[config.mk]
export PLATFORM = sky130hd
export DESIGN_NAME = bure_stage_if_prefetch
export DESIGN_NICKNAME = d
export VERILOG_FILES = /design/src/rtl/bure_stage_if_prefetch.sv
export SDC_FILE = /design/constraint.sdc
export NUM_CORES = 1
export LEC_CHECK = 0
export ABC_AREA = 1
export CORE_MARGIN = 2
export CORE_UTILIZATION = 56
export CTS_CLUSTER_DIAMETER = 150
export DETAILED_ROUTE_END_ITERATION = 10
export GPL_TIMING_DRIVEN = 1
export PLACE_DENSITY = 0.79
export REMOVE_ABC_BUFFERS = 1
export SLEW_MARGIN = 40
export SYNTH_ARGS = -nofsm -noshare
export SYNTH_HDL_FRONTEND = slang
export SYNTH_SLANG_ARGS = --single-unit
[constraint.sdc]
create_clock -name i_clk -period 6.2 [get_ports i_clk]
set_input_delay 1.24 -clock i_clk [delete_from_list [all_inputs] [get_ports i_clk]]
set_output_delay 1.24 -clock i_clk [all_outputs]
set_load 0.03 [all_outputs]
[src/rtl/bure_stage_if_prefetch.sv]
// bure_stage_if_prefetch: instruction-fetch stage with a prefetch FIFO.
// Keeps up to MAX_OUTSTANDING sequential reads in flight, buffers the
// returned instructions with their PCs, and hands them to decode over a
// valid/ready handshake. A redirect flushes the buffer and drops the
// responses that are still owed by the memory.
// Optional build macro: BURE_IF_BYPASS_EN -- when defined, a response that
// arrives while the buffer is empty is forwarded to decode in the same cycle.
module bure_stage_if_prefetch #(
    parameter int                    ADDR_WIDTH      = 32,
    parameter int                    INSTR_WIDTH     = 32,
    parameter int                    FIFO_DEPTH      = 4,
    parameter int                    MAX_OUTSTANDING = 2,
    parameter logic [ADDR_WIDTH-1:0] RESET_PC        = '0
) (
    input  logic                   i_clk,
    input  logic                   i_rst,
    output logic                   o_imem_raddr_valid,
    input  logic                   i_imem_raddr_ready,
    output logic [ADDR_WIDTH-1:0]  o_imem_raddr,
    input  logic                   i_imem_rdata_valid,
    output logic                   o_imem_rdata_ready,
    input  logic [INSTR_WIDTH-1:0] i_imem_rdata,
    input  logic                   i_redirect,
    input  logic [ADDR_WIDTH-1:0]  i_redirect_pc,
    output logic                   o_instr_valid,
    input  logic                   i_instr_ready,
    output logic [INSTR_WIDTH-1:0] o_instr,
    output logic [ADDR_WIDTH-1:0]  o_instr_pc
);

    localparam int STEP = INSTR_WIDTH / 8;
    localparam int PW   = $clog2(FIFO_DEPTH);
    localparam int CW   = $clog2(FIFO_DEPTH + 1);
    localparam int QW   = (MAX_OUTSTANDING > 1) ? $clog2(MAX_OUTSTANDING) : 1;

    // Fetch state and occupancy counters
    logic [ADDR_WIDTH-1:0]  fetch_pc;
    logic [PW-1:0]          wr_ptr, rd_ptr;
    logic [CW-1:0]          count, inflight, drop_cnt;
    logic [CW:0]            credit_used;

    // Prefetch buffer storage
    logic [INSTR_WIDTH-1:0] fifo_instr [FIFO_DEPTH];
    logic [ADDR_WIDTH-1:0]  fifo_pc    [FIFO_DEPTH];

    // PCs of requests still owed by memory, in issue order
    logic [ADDR_WIDTH-1:0]  pcq [MAX_OUTSTANDING];
    logic [QW-1:0]          pcq_wr, pcq_rd;
    logic [QW-1:0]          pcq_wr_nxt, pcq_rd_nxt;

    logic issue_fire, rsp, rsp_keep, fifo_nempty, byp, push, pop;
    logic [ADDR_WIDTH-1:0] rsp_pc;

    // Credits count both buffered entries and responses still on their way,
    // so every response is guaranteed a slot and rdata_ready can stay high.
    assign credit_used        = {1'b0, inflight} + {1'b0, count};
    assign o_imem_raddr_valid = !i_rst && !i_redirect
                                && (inflight < CW'(MAX_OUTSTANDING))
                                && (credit_used < (CW+1)'(FIFO_DEPTH));
    assign o_imem_raddr       = fetch_pc;
    assign o_imem_rdata_ready = 1'b1;
    assign issue_fire         = o_imem_raddr_valid && i_imem_raddr_ready;

    assign rsp         = i_imem_rdata_valid && !i_rst;
    assign rsp_pc      = pcq[pcq_rd];
    assign rsp_keep    = rsp && !i_redirect && (drop_cnt == '0);
    assign fifo_nempty = (count != '0);

`ifdef BURE_IF_BYPASS_EN
    assign byp = rsp_keep && !fifo_nempty;
`else
    assign byp = 1'b0;
`endif

    // Outputs are forced to zero whenever nothing valid is presented
    assign o_instr_valid = !i_rst && !i_redirect && (fifo_nempty || byp);
    assign o_instr       = !o_instr_valid ? '0 : (byp ? i_imem_rdata : fifo_instr[rd_ptr]);
    assign o_instr_pc    = !o_instr_valid ? '0 : (byp ? rsp_pc : fifo_pc[rd_ptr]);

    assign pop  = fifo_nempty && o_instr_valid && i_instr_ready;
    assign push = rsp_keep && !(byp && i_instr_ready);

    assign pcq_wr_nxt = (pcq_wr == QW'(MAX_OUTSTANDING - 1)) ? '0 : pcq_wr + QW'(1);
    assign pcq_rd_nxt = (pcq_rd == QW'(MAX_OUTSTANDING - 1)) ? '0 : pcq_rd + QW'(1);

    // Control state: fetch PC, pointers, inflight/drop accounting, redirect flush
    always_ff @(posedge i_clk) begin
        if (i_rst) begin
            fetch_pc <= RESET_PC;
            wr_ptr   <= '0;
            rd_ptr   <= '0;
            count    <= '0;
            inflight <= '0;
            drop_cnt <= '0;
            pcq_wr   <= '0;
            pcq_rd   <= '0;
        end else begin
            inflight <= inflight + CW'(issue_fire) - CW'(rsp);
            if (issue_fire) pcq_wr <= pcq_wr_nxt;
            // The PC queue pops on every response, dropped or not
            if (rsp)        pcq_rd <= pcq_rd_nxt;
            if (i_redirect) begin
                fetch_pc <= i_redirect_pc;
                wr_ptr   <= '0;
                rd_ptr   <= '0;
                count    <= '0;
                // A response landing in the redirect cycle is already dropped
                drop_cnt <= inflight - CW'(rsp);
            end else begin
                if (issue_fire)                 fetch_pc <= fetch_pc + ADDR_WIDTH'(STEP);
                if (rsp && (drop_cnt != '0))    drop_cnt <= drop_cnt - CW'(1);
                if (push)                       wr_ptr   <= wr_ptr + PW'(1);
                if (pop)                        rd_ptr   <= rd_ptr + PW'(1);
                count <= count + CW'(push) - CW'(pop);
            end
        end
    end

    // Storage writes; contents are don't-care until covered by the pointers
    always_ff @(posedge i_clk) begin
        if (push) begin
            fifo_instr[wr_ptr] <= i_imem_rdata;
            fifo_pc[wr_ptr]    <= rsp_pc;
        end
        if (issue_fire) pcq[pcq_wr] <= fetch_pc;
    end

endmodule

* Yosys cells after proc, flatten, opt, wreduce, memory -nomap -nowiden *
Memories as Yosys holds them, arrays and structs flattened. A register that Yosys moved wholly into a read port is not among the register bits.
Index checks and enable logic that the tools add are counted.

storage, ports and cells
  register bits after elaboration = 47
  memory bits (writable) = 320
  input bits = 70
  output and inout bits = 99
  word-level logic and storage cells = 62
  memories = 3

cells by class
  add/sub/neg operators = 12
  $lt $le $gt $ge = 2
  mux-type cells = 18
  reduce and logical (&&, ||, !) cells = 19

memories
  memory      depth  bits a word  rd ports  clocked after Yosys merged registers in  write ports  RTL line  source
  fifo_instr  4      32           1         1                                        1            43        logic [INSTR_WIDTH-1:0] fifo_instr [FIFO_DEPTH];
  fifo_pc     4      32           1         1                                        1            44        logic [ADDR_WIDTH-1:0] fifo_pc [FIFO_DEPTH];
  pcq         2      32           1         1                                        1            47        logic [ADDR_WIDTH-1:0] pcq [MAX_OUTSTANDING];

operators by type and width
  kind                     count
  $mux W32                 4
  $add A32 B3 Y32 const B  1
  $logic_and A1 B1 Y1      11
  $sub A3 B1 Y3            3
  $mux W1                  8
  $mux W2                  4
  $add A3 B1 Y3            2
  $mux W3                  2
  $reduce_bool A3 Y1       2
  $add A2 B1 Y2 const B    2
  $add A3 B3 Y4            1
  $lt A4 B3 Y1 const B     1
  $reduce_bool A2 Y1       2
  $logic_not A3 Y1         1
  $lt A3 B2 Y1 const B     1
  $sub A3 B1 Y3 const B    1
  $add A1 B1 Y1 const B    2
  $logic_not A1 Y1         2
  $reduce_or A2 Y1         1

* Depth between registers and ports, before layout *
  word-level depth = 7
  depth in mapped cells = 13
  gate-level depth less buffers = 12

* Worst setup path before layout *
OpenSTA, ideal clock, no wires.

  path kind = input to register
  start = input port i_rst
  end = memory fifo_instr[0][0] (enable)
  arrival time = 4335 ps
  slack = 1378 ps
  stages = 4
  buffers on the path = 1
  path through = buf_4 nor2_8 nand2_1 nor2_1

between the ends
  word-level cells in the longest chain between the ends = 6

ends and longest elaborated chain
  element                            RTL line  source
  start, declared                    16        input logic i_rst,
  $logic_not A1 Y1                   64        assign rsp = i_imem_rdata_valid && !i_rst;
  $logic_and A1 B1 Y1                64
  $logic_and A1 B1 Y1 (2 in series)  66        assign rsp_keep = rsp && !i_redirect && (drop_cnt == '0);
  $mux W1                            121       if (push) begin
  $mux W1 (implied by the code)      122       fifo_instr[wr_ptr] <= i_imem_rdata;
  end, declared                      43

No other way between the ends.

* Worst setup path after layout *
  start = input port i_redirect
  end = output port o_instr_pc[27]

between the ends
  word-level cells in the longest chain between the ends = 4

ends and longest elaborated chain
  element                            RTL line  source
  start, declared                    23        input logic i_redirect,
  $logic_not A1 Y1                   76        assign o_instr_valid = !i_rst && !i_redirect && (fifo_nempty || byp);
  $logic_and A1 B1 Y1 (2 in series)  76
  $mux W32                           78        assign o_instr_pc = !o_instr_valid ? '0 : (byp ? rsp_pc : fifo_pc[rd_ptr]);
  end, declared                      28        output logic [ADDR_WIDTH-1:0] o_instr_pc

No other way between the ends.

==> summary.txt <==
CTS clk-pin slew, worst paths -> 0.06 ns
Mean Syn Cell Area -> 11.2 sq um
Initial DRC Count -> 1,224
Final hold violations -> 0
Crit path top cell by count -> clkdlybuf4s50_1
R2R setup slack -> 3.57 ns
Critical Path AT -> 3.63 ns
Slew Limit Headroom -> 46.2%
Setup tns final -> 0 ns
Clk pwr share -> 41.8%
Post-Syn Instances -> 1,375
Synthesized cell area -> 0.0154 sq mm
FMAX -> 206 MHz
Sequential share of the synthesized area -> 68.9%
Yosys warning count -> 0
Crit end category -> output port
Status -> complete, no violations
WS Path Type -> input port to output port
# rows -> 60
Port bufs -> 167
Yosys reg bits -> 370
Routed WL -> 35,000 um
Worst path cell trace -> clkdlybuf4s50_1 > nor2_8 > inv_1 > a21oi_2 > inv_4 > a21oi_1 > clkdlybuf4s50_1
Final Power -> 5.52 mW
Slowest stage delay, CP -> 0.72 ns
Clk buf depth -> 3
Layout cells sized above 1 -> 8.23%
Clock skew -> 0.0210 ns
CTS tree -> done
Hold depth -> 2
CP startpoint -> i_redirect
Worst Path Required -> 4.96 ns
Num ports -> 169
Initial Util -> 57.2%
Cell with the most instances after synthesis -> nor2_1
N_diodes -> 0
Vias -> 10,500
Prevailing post-synth register cell -> edfxtp_1
VDD IR max -> 0.189 mV
Post-DP HPWL -> 21,700 um
Die width -> 170 um
Post-synth top area cell -> edfxtp_1
Post_cts resized -> 0
Max Cap Violations -> 0
EDFF count, synth -> 320
DRC -> 0
Grt total ovfl -> 0
Setup bufs post-CTS -> 0
R2R depth -> 12
CTS sink cnt -> 370
Wire per inst -> 18.3 um
Final Net Count -> 1,626
CTS Buf Count -> 39
Placed cell areas -> 0.0175 sq mm
Vias in the first global route -> 10,200
Slowest cell on crit path -> clkdlybuf4s50_1
Gp weighted congestion -> 0.872
Root Driver -> clkbuf_16
Seq pwr share -> 51.4%
All-layer global routing usage -> 24.7%
Initial antenna violation count -> 0
Worst min path class -> flip-flop to flip-flop
Post-layout min period -> 4.87 ns
Post-CTS Hold Buffers -> 0
Final Max Slew Viols -> 0
Setup crit end -> o_instr_pc[27]
H-tree Lvls -> 2
Pwr dens -> 293 mW/mm^2
Die area -> 0.0289 sq mm
Global-route wire length before repair -> 54,700 um
Synth-to-layout area growth -> 22.1%
Worst-margin pin slew -> 0.806 ns
Clk Latency, worst-skew pair -> 0.52 ns
Leakage -> 6.58 nW
DRT Pass-1 Iters -> 5
ANT nets after route -> 0
Worst-path fanout max -> 64
Top cells by area, synth -> edfxtp_1 62%, nor2_1 8.3%, dfxtp_1 6.5%
Synth top area share -> 62.4%
Startpoint Class -> input port
Mean number of vias per cell -> 5.53
Sw frac -> 21.2%
Largest net degree at the start of global routing -> 103
Fin util -> 69.8%
R2r endpoint -> count[2]
Setup violators final -> 0
RSZ-0062 raised after global routing -> false
Count of different cell masters after synthesis -> 40
Start of the worst register-to-register path -> drop_cnt[0]
Core Footprint -> 0.0270 sq mm
Power share of the combinational group -> 6.8%
Die Ht -> 170 um
Internal power -> 4.35 mW
NetSw -> 1.17 mW
Synth cell count leaders -> 339 x nor2_1, 320 x edfxtp_1, 158 x nand2_1, 136 x o21ai_0, 85 x a21oi_1
Async SR Flop Fraction -> 0%
Hold path startpoint -> rd_ptr[1]
Finished Cell Area -> 0.0188 sq mm
Fin crit share -> 78.5%
area by class of cell:
| type | instances | area (sq um) |
|---|---|---|
| fill | 1899 | 8140 |
| multi-input combinational | 863 | 4250 |
| clock buffer | 53 | 1100 |
| clock inverter | 17 | 184 |
| tap | 341 | 427 |
| sequential | 370 | 10600 |
| timing repair buffer | 187 | 1940 |
| inverter | 77 | 297 |
kinds of logic (layout without fill, tap and decap cells):
logic type / after synthesis / count (layout) / synth area share [%]
simple gates: 550 / 550 / 14.3
flops: 370 / 370 / 68.9
compound gates: 246 / 246 / 8.16
buf+inv: 142 / 334 / 3.81
mux: 32 / 32 / 2.34
fa+ha+maj: 18 / 18 / 1.56
xor+xnor: 16 / 16 / 0.910
other cells: 1 / 1 / 0.0243
per-layer routing:
metal	global-route usage [%]	wire, um
met1	34.3	15100
met2	41.1	16900
met3	3.77	2380
met4	6.80	685
met5	0	0
cell usage in the layout (no fill, tap or decap), types with 9 or more instances in the layout:
| cell type | n |
|---|---|
| clkdlybuf4s50_1 | 167 |
| o21ai_0 | 136 |
| ha_1 | 16 |
| clkbuf_1 | 9 |
| mux2_2 | 32 |
| edfxtp_1 | 320 |
| nor2_1 | 333 |
| dfxtp_1 | 48 |
| a21oi_1 | 85 |
| clkbuf_16 | 41 |
| o21ai_1 | 12 |
| nand3_1 | 34 |
| nand2_1 | 158 |
| inv_1 | 72 |
power groups by stage:
stage,sequential [mW],clock [mW],combinational [mW]
6_report,2.84,2.30,0.378
5_1_grt,2.84,2.42,0.414
4_1_cts,2.84,2.34,0.378
3_5_place_dp,2.89,0,0.374
3_3_place_gp,2.88,0,0.357
2_1_floorplan,2.90,0,0.179
flip-flops by register name, indices dropped and copies added (netlist names), 2 cells and up, named ones only:
register / flops
fifo_instr: 128
fifo_pc: 128
rd_ptr: 2
inflight: 3
pcq: 64
count: 3
wr_ptr: 2
o_imem_raddr: 32
drop_cnt: 3
worst min-delay path by stage:
| stage | end |
|---|---|
| final | flip-flop |
| after global routing | flip-flop |
| after CTS | flip-flop |
| after detailed placement | flip-flop |
| after global placement | flip-flop |
| after floorplan | flip-flop |
metrics by stage:
stage	hold WS (ns)	setup WS, ns	instances
finish	0.474	1.33	1908
global route	0.495	1.18	1908
CTS	0.469	1.31	1908
detailed placement	0.457	1.32	1838
global placement	0.450	1.24	1830
floorplan	0.441	0.654	1310
critical path, delay by kind of cell:
kind | cells | cell delay [ns]
simple gates | 1 | 0.22
compound gates | 2 | 0.52
buf+inv | 4 | 1.64
(Power assumes the default switching activity.)
